`src/rtl/spn_cipher_core.sv`:
```
// Iterative keyed substitution-permutation cipher core, one round per clock.
// Build option: define SPN_DECRYPT_EN to add the decrypt path (otherwise in_mode is ignored).
module spn_cipher_core #(
   parameter int WIDTH  = 8,
   parameter int ROUNDS = 4,
   parameter int ROT    = 3
) (
   input  logic             clk,
   input  logic             rst,
   input  logic             in_valid,
   output logic             in_ready,
   input  logic [WIDTH-1:0] in_data,
   input  logic [WIDTH-1:0] in_key,
   input  logic             in_mode,
   output logic             out_valid,
   input  logic             out_ready,
   output logic [WIDTH-1:0] out_data,
   output logic             busy
);

   localparam int CW        = $clog2(ROUNDS + 1);
   localparam int NIB       = WIDTH / 4;
   localparam int WHITE_AMT = ROUNDS % WIDTH;
   localparam logic [CW-1:0] LAST = CW'(ROUNDS - 1);

   // Nibble tables packed with entry 0 in the least significant nibble.
   localparam logic [63:0] SBOX_TBL = 64'h2174_8FE3_DA09_B65C;
   localparam logic [63:0] SINV_TBL = 64'hA970_364B_D21C_8FE5;

   if ((WIDTH % 4) != 0 || WIDTH < 8) begin : g_bad_width
      $error("spn_cipher_core: WIDTH must be a multiple of 4 and at least 8");
   end
   if (ROUNDS < 1) begin : g_bad_rounds
      $error("spn_cipher_core: ROUNDS must be at least 1");
   end
   if (ROT <= 0 || ROT >= WIDTH) begin : g_bad_rot
      $error("spn_cipher_core: ROT must satisfy 0 < ROT < WIDTH");
   end

   // Handshake: a transfer happens on a rising edge where valid and ready are
   // both high; valid never depends on ready and data is held while valid waits.
   typedef enum logic [1:0] {
      IDLE = 2'd0,
      RUN  = 2'd1,
      DONE = 2'd2
   } state_t;

   state_t           state_q, state_d;
   logic [WIDTH-1:0] blk_q, key_q;
   logic [CW-1:0]    cnt_q;
   logic             is_dec;
   logic             round_last;
   logic [WIDTH-1:0] rk_cur, rk_last, enc_next, round_out, load_blk;
   logic [CW-1:0]    load_cnt;
   int               rk_amt;

   function automatic logic [WIDTH-1:0] rotl(input logic [WIDTH-1:0] v, input int amt);
      return (v << amt) | (v >> (WIDTH - amt));
   endfunction

   function automatic logic [WIDTH-1:0] sub_fwd(input logic [WIDTH-1:0] v);
      logic [WIDTH-1:0] r;
      r = '0;
      for (int i = 0; i < NIB; i++) begin
         r[4*i +: 4] = SBOX_TBL[{v[4*i +: 4], 2'b00} +: 4];
      end
      return r;
   endfunction

`ifdef SPN_DECRYPT_EN
   logic             mode_q;
   logic [WIDTH-1:0] dec_next;

   function automatic logic [WIDTH-1:0] sub_inv(input logic [WIDTH-1:0] v);
      logic [WIDTH-1:0] r;
      r = '0;
      for (int i = 0; i < NIB; i++) begin
         r[4*i +: 4] = SINV_TBL[{v[4*i +: 4], 2'b00} +: 4];
      end
      return r;
   endfunction

   assign is_dec   = mode_q;
   // Decrypt starts from the last round key and walks the counter down to 0.
   assign dec_next = sub_inv(rotl(blk_q, WIDTH - ROT)) ^ rk_cur;
   assign load_blk = in_mode ? (in_data ^ rotl(in_key, WHITE_AMT)) : in_data;
   assign load_cnt = in_mode ? LAST : '0;
   assign round_out = is_dec ? dec_next : enc_next;
`else
   logic unused_mode;
   logic [63:0] unused_sinv;

   assign unused_mode = in_mode;
   assign unused_sinv = SINV_TBL;
   assign is_dec      = 1'b0;
   assign load_blk    = in_data;
   assign load_cnt    = '0;
   assign round_out   = enc_next;
`endif

   assign rk_amt  = int'(cnt_q) % WIDTH;
   assign rk_cur  = rotl(key_q, rk_amt);
   assign rk_last = rotl(key_q, WHITE_AMT);

   // Output whitening is folded into the final encrypt round.
   always_comb begin
      enc_next = rotl(sub_fwd(blk_q ^ rk_cur), ROT);
      if (cnt_q == LAST) begin
         enc_next = enc_next ^ rk_last;
      end
   end

   assign round_last = is_dec ? (cnt_q == '0) : (cnt_q == LAST);

   always_comb begin
      state_d = state_q;
      case (state_q)
         IDLE: if (in_valid) state_d = RUN;
         RUN:  if (round_last) state_d = DONE;
         DONE: if (out_ready) state_d = IDLE;
         default: state_d = IDLE;
      endcase
   end

   always_ff @(posedge clk or posedge rst) begin
      if (rst) begin
         state_q <= IDLE;
      end else begin
         state_q <= state_d;
      end
   end

   always_ff @(posedge clk or posedge rst) begin
      if (rst) begin
         blk_q <= '0;
         key_q <= '0;
         cnt_q <= '0;
`ifdef SPN_DECRYPT_EN
         mode_q <= 1'b0;
`endif
      end else begin
         case (state_q)
            IDLE: begin
               if (in_valid) begin
                  blk_q <= load_blk;
                  key_q <= in_key;
                  cnt_q <= load_cnt;
`ifdef SPN_DECRYPT_EN
                  mode_q <= in_mode;
`endif
               end
            end
            RUN: begin
               blk_q <= round_out;
               if (!round_last) begin
                  cnt_q <= is_dec ? (cnt_q - CW'(1)) : (cnt_q + CW'(1));
               end
            end
            default: ;
         endcase
      end
   end

   assign in_ready  = (state_q == IDLE);
   assign out_valid = (state_q == DONE);
   assign busy      = (state_q == RUN) || (state_q == DONE);
   assign out_data  = blk_q;

endmodule

```
`config.mk`:
```
export PLATFORM = sky130hd
export DESIGN_NAME = spn_cipher_core
export DESIGN_NICKNAME = d
export VERILOG_FILES = /design/src/rtl/spn_cipher_core.sv
export SDC_FILE = /design/constraint.sdc
export NUM_CORES = 1
export LEC_CHECK = 0
export BUFFER_PORTS_ARGS = -buffer_cell sky130_fd_sc_hd__clkbuf_2
export CAP_MARGIN = 20
export CORE_ASPECT_RATIO = 1.4
export CORE_MARGIN = 5
export CORE_UTILIZATION = 40
export CTS_CLUSTER_SIZE = 20
export DETAILED_ROUTE_END_ITERATION = 6
export HOLD_SLACK_MARGIN = 0.06
export PLACE_DENSITY_LB_ADDON = 0.3
export SYNTH_ARGS = -nofsm -noshare
export SYNTH_HDL_FRONTEND = slang
export SYNTH_SLANG_ARGS = --single-unit
```
`constraint.sdc`:
```
create_clock -name clk -period 4.4 [get_ports clk]
set_input_delay 0 -clock clk [delete_from_list [all_inputs] [get_ports clk]]
set_output_delay 0 -clock clk [all_outputs]
set_load 0.01 [all_outputs]
```
======== After elaboration in Yosys (flattened, before gate mapping) ========
Cells that the tools add are included.
storage, ports and cells
  register bits ........................... 21
  input port bits ......................... 21
  output and inout bits ................... 11
  word-level logic and storage cells ...... 39
cells by class
  add/subtract/negate cells ............... 2
  equal/unequal tests ..................... 7
  shifts and indexed selects .............. 4
  muxes and demuxes ....................... 10
  bitwise gates (word level) .............. 5
  reduce and logical (&&, ||, !) cells .... 7
operator list
  operator                                                    count
  variable part select 64 x 7 -> 4 bit, first input constant  2
  >> shifter 8 x 32 -> 8 bit                                  1
  2-to-1 mux 8 bit                                            2
  one-hot mux 8 bit (2 select lines)                          1
  XOR 8 bit                                                   2
  bitwise OR 8 x 3 -> 8 bit                                   1
  bitwise OR 8 x 4 -> 8 bit                                   1
  bitwise OR 8 bit                                            1
  left shift 8 x 3 -> 8 bit                                   1
  2-to-1 mux 2 bit                                            3
  2-to-1 mux 3 bit                                            2
  inequality test 2 bit, second input constant                3
  one-hot mux 2 bit (3 select lines)                          1
  one-hot mux 3 bit (2 select lines)                          1
  AND reduction 3 bit                                         2
  subtractor 4 x 3 -> 5 bit, first input constant             1
  AND reduction 2 bit                                         2
  adder 3 x 1 -> 3 bit, second input constant                 1
  equality test 3 x 2 -> 1 bit, second input constant         1
  equality test 2 x 1 -> 1 bit, second input constant         1
  equality test 2 bit, second input constant                  1
  zero test 2 bit                                             1
  inequality test 2 x 1 -> 1 bit, second input constant       1
  nonzero test 2 bit                                          1
  logical OR 1 bit                                            1

======== Longest topological paths before layout ========
  depth after elaboration ................. 9
  mapped depth ............................ 16
  mapped depth without buffers ............ 12

======== Worst setup path after synthesis ========
Ideal clock, no wire load.
  kind .................................... register to register
  from .................................... register cnt_q[1]
  to ...................................... register blk_q[1], in the netlist out_data[1]
  library setup time ...................... 83 ps
  data arrival time ....................... 3737 ps
  data required time ...................... 4317 ps
  setup slack ............................. 580 ps
  cell stages (with the launch flop) ...... 15
  buffers on the path ..................... 3
  clock period less this slack ............ 3820 ps
  cell sequence ........................... dfrtp_1 -> clkbuf_1 -> clkbuf_1 -> inv_1 -> ha_1 -> clkbuf_1 -> mux2_2 -> a41o_1 -> o32ai_1 -> xnor2_1 -> ha_1 -> inv_1 -> mux4_2 -> mux2_4 -> o211ai_2
on the way
  cells in the longest elaborated chain, start to end .. 9
  elaborated cells between the ends (all ways) .. 11
  those cells by class .................... 1 x add/sub; 1 x eq/ne; 3 x shift; 2 x mux; 4 x bitwise
RTL lines
  item                                    line  source
  start: declaration                      50    logic [CW-1:0] cnt_q;
  start signal: assignment                147   cnt_q <= load_cnt;
  start signal: assignment                156   cnt_q <= is_dec ? (cnt_q - CW'(1)) : (cnt_q + CW'(1));
  subtractor 4 x 3 -> 5 bit               58    return (v << amt) | (v >> (WIDTH - amt));
  >> shifter 8 x 32 -> 8 bit              58
  bitwise OR 8 bit                        58
  XOR 8 bit                               107   enc_next = rotl(sub_fwd(blk_q ^ rk_cur), ROT);
  variable part select 64 x 7 -> 4 bit    65    r[4*i +: 4] = SBOX_TBL[{v[4*i +: 4], 2'b00} +: 4];
  bitwise OR 8 x 3 -> 8 bit               58
  XOR 8 bit                               109   enc_next = enc_next ^ rk_last;
  2-to-1 mux 8 bit (*)                    108   if (cnt_q == LAST) begin
  one-hot mux 8 bit (2 select lines) (*)  142   case (state_q)
  end signal: assignment                  145   blk_q <= load_blk;
  end signal: assignment                  154   blk_q <= round_out;
  end: declaration                        49    logic [WIDTH-1:0] blk_q, key_q;
Mark *: on every way between the ends. The rest lies on a longest branch, timed or not.
A chain may end at the register's enable or synchronous reset.

======== Worst setup path after layout ========
  from .................................... register cnt_q[0]
  to ...................................... register blk_q[1], in the netlist out_data[1]
Same word-level chain as after synthesis.

==> reports/metrics.csv <==
metric;value;unit
outcome;finished, final reports clean;
Die Area;7822;um2
drt initial violations;159;
Netlist Area Pre-Place;2454;um2
post-synthesis sequential area ratio;21.42;%
total gr overflow;0;
routed len/inst;17.46;um
setup_tns;0;ns
Clock Latency Late Sink;0.27;ns
CP top delay family;multiplexers;
Ports;32;
Final Setup Violations;0;
Synth Warn #;0;
number of CTS-inserted buffers;3;
n_diodes;0;
antenna violations before repair;0;
CTS Buffer Depth;2;
CTS tree;done;
share of async-settable or async-resettable flops after synthesis;100.0;%
Setup crit start kind;register;
Die Y-Extent;102.7;um
# resized after CTS;0;
Sink Count;21;
CTS root buffer;clkbuf_8;
Placer Congestion;0.8568;
DR vias/cell;6.041;
Area growth syn-to-layout;13.41;%
arrival time at the worst endpoint;3.92;ns
Vias;2235;
synthesized flop and latch total;21;
Final Hold Vio Count;0;
nets;338;
drt pass-1 iters;5;
CP max FO;11;
clock skew;0.01106;ns
distinct cell type count after synthesis;61;
syn avg cell area;9.087;um2
number of synthesized flops with an enable pin;0;
number of buffer and inverter stages on the critical path;2;
f_max;268.3;MHz
Worst EP required;4.59;ns
CP Capture Type;register;
Final Util;47.13;%
slowest CP cell;ha_1;
# rows;33;
Die X-Extent;76.19;um
Crit path largest cell delay;0.55;ns
post-DP HPWL;4793;um
all-layer global routing usage;17.02;%
Initial Util;41.56;%
Slew Limit Fails;0;
Worst Tran Pin Value;0.8690;ns
most frequent cells in the layout;clkbuf_2, nand2_1, dfrtp_1, inv_1, ha_1;
ys flop type;dfrtp_1;
Max Cap Violations;0;
clock slew at reported path FFs;0.09;ns
RSZ-0062 raised after global routing;no;
WL final;6462;um
DRC violation count after routing;0;
CTS H-tree lvls;1;
critical-path cell list;inv_1, ha_1, mux2_2, a41o_1, o32ai_1, xnor2_1, ha_1, inv_1, mux4_2, mux2_4, o211ai_2;
number of I/O port buffers;30;
Synth Instances;270;
Setup Crit Path Kind;reg -> reg;
first-pass GRT wire length;10890;um
commonest non-fill, non-tap cell in the layout;clkbuf_2;
worst hold path type;in -> reg;
minimum clock period;3.727;ns
Slew headroom;42.01;%
largest net degree at the start of global routing;28;
Net Count, Synth;307;
share of cells above drive strength 1;22.33;%
Core Region;5904;um2
vias in the first global route;2261;
Final period util;84.71;%
antenna viol nets, final;0;
==> per-layer routing <==
| metal | vias up | track usage [%] | wire length, um |
|---|---|---|---|
| met5 | - | 0 | 0 |
| met4 | 0 | 6.864 | 138 |
| met3 | 11 | 1.224 | 200 |
| met2 | 52 | 30.87 | 3399 |
| met1 | 1099 | 21.03 | 2723 |
| li1 | 1073 | - | - |
==> layout make-up <==
cell class              instances  area (um2)
inverters                      19       71.32
clock inverters                 1       5.005
repair buffers                 45       285.3
flip-flops and latches         21       525.5
clock buffers                   3       41.29
well taps                      70       87.58
fillers                       576        3122
multi-input cells             211        1767
==> synthesized netlist by cell type (all sizes together), types with 5 or more instances <==
| master | count | share of area (%) |
|---|---|---|
| mux4 | 10 | 9.5 |
| mux2 | 12 | 5.7 |
| ha | 16 | 8.2 |
| nand2 | 21 | 3.2 |
| mux2i | 14 | 5.7 |
| nor3 | 8 | 1.8 |
| nor2 | 10 | 1.5 |
| nand3 | 7 | 1.4 |
| inv | 19 | 2.9 |
| o21ai | 9 | 1.8 |
| a21oi | 15 | 3.1 |
| nor3b | 7 | 2.3 |
| clkbuf | 12 | 1.8 |
| dfrtp | 21 | 21 |
| and2 | 5 | 1.3 |
| buf | 7 | 1.8 |
| xnor2 | 8 | 2.9 |
==> repair_timing <==
item	in CTS	in global routing
hold buffers	9	0
endpoints found under the hold margin	29	0
setup buffers	0	0
==> flip-flops by register name, indices dropped and copies added, names as in the netlist <==
| signal | count |
|---|---|
| cnt_q | 3 |
| key_q | 8 |
| out_data | 8 |
| state_q | 2 |
==> stage by stage <==
| step | hold slack (ns) | worst slack [ns] | area [um2] | std cells |
|---|---|---|---|---|
| after floorplan | -0.02347 | 0.5799 | 2454 | 270 |
| after global placement | 0.2104 | 0.7801 | 2646 | 357 |
| after CTS | 0.06276 | 0.6916 | 2783 | 370 |
| after global routing | 0.1130 | 0.3684 | 2783 | 370 |
| final | 0.07055 | 0.6726 | 2783 | 370 |
| after detailed placement | 0.2244 | 0.7335 | 2646 | 357 |
==> final timing paths <==
kind                       slack (ns)                      end  cells past startpoint               startpoint
max                              0.67  out_data[1]$_DFFE_PP0P_                     11     cnt_q[0]$_DFFE_PP0P_
min                              0.07   state_q[0]$_DFFE_PP0P_                      3                 in_valid
max reg2reg                      0.67  out_data[1]$_DFFE_PP0P_                     11     cnt_q[0]$_DFFE_PP0P_
min reg2reg                      0.56  out_data[0]$_DFFE_PP0P_                      2  out_data[0]$_DFFE_PP0P_
max in group asynchronous        3.42  out_data[5]$_DFFE_PP0P_                      3                      rst
min in group asynchronous        0.43     key_q[6]$_DFFE_PP0P_                      3                      rst
==> worst reg2reg max path: stages (launching register included) <==
cell and delay [ns]:
dfrtp_1 0.35, inv_1 0.10, ha_1 0.55, mux2_2 0.40, a41o_1 0.24, o32ai_1 0.46, xnor2_1 0.27, ha_1 0.37
inv_1 0.07, mux4_2 0.44, mux2_4 0.27, o211ai_2 0.12
==> cells by family (layout without fill, tap and decap cells) <==
kind of cell	count (synthesis)	count (layout)	synth area share [%]
buffers and inverters	38	68	6.578
AOI/OAI and AO/OA	66	66	19.58
xor gates and xnor gates	13	13	5.252
DFF	21	21	21.42
and+or+nand+nor	80	80	18.15
adders and majority gates	16	16	8.159
muxes	36	36	20.86
Power is left out: the tool's default activity adds up to more than one toggle a clock period on the data nets, which glitch-free logic cannot reach.
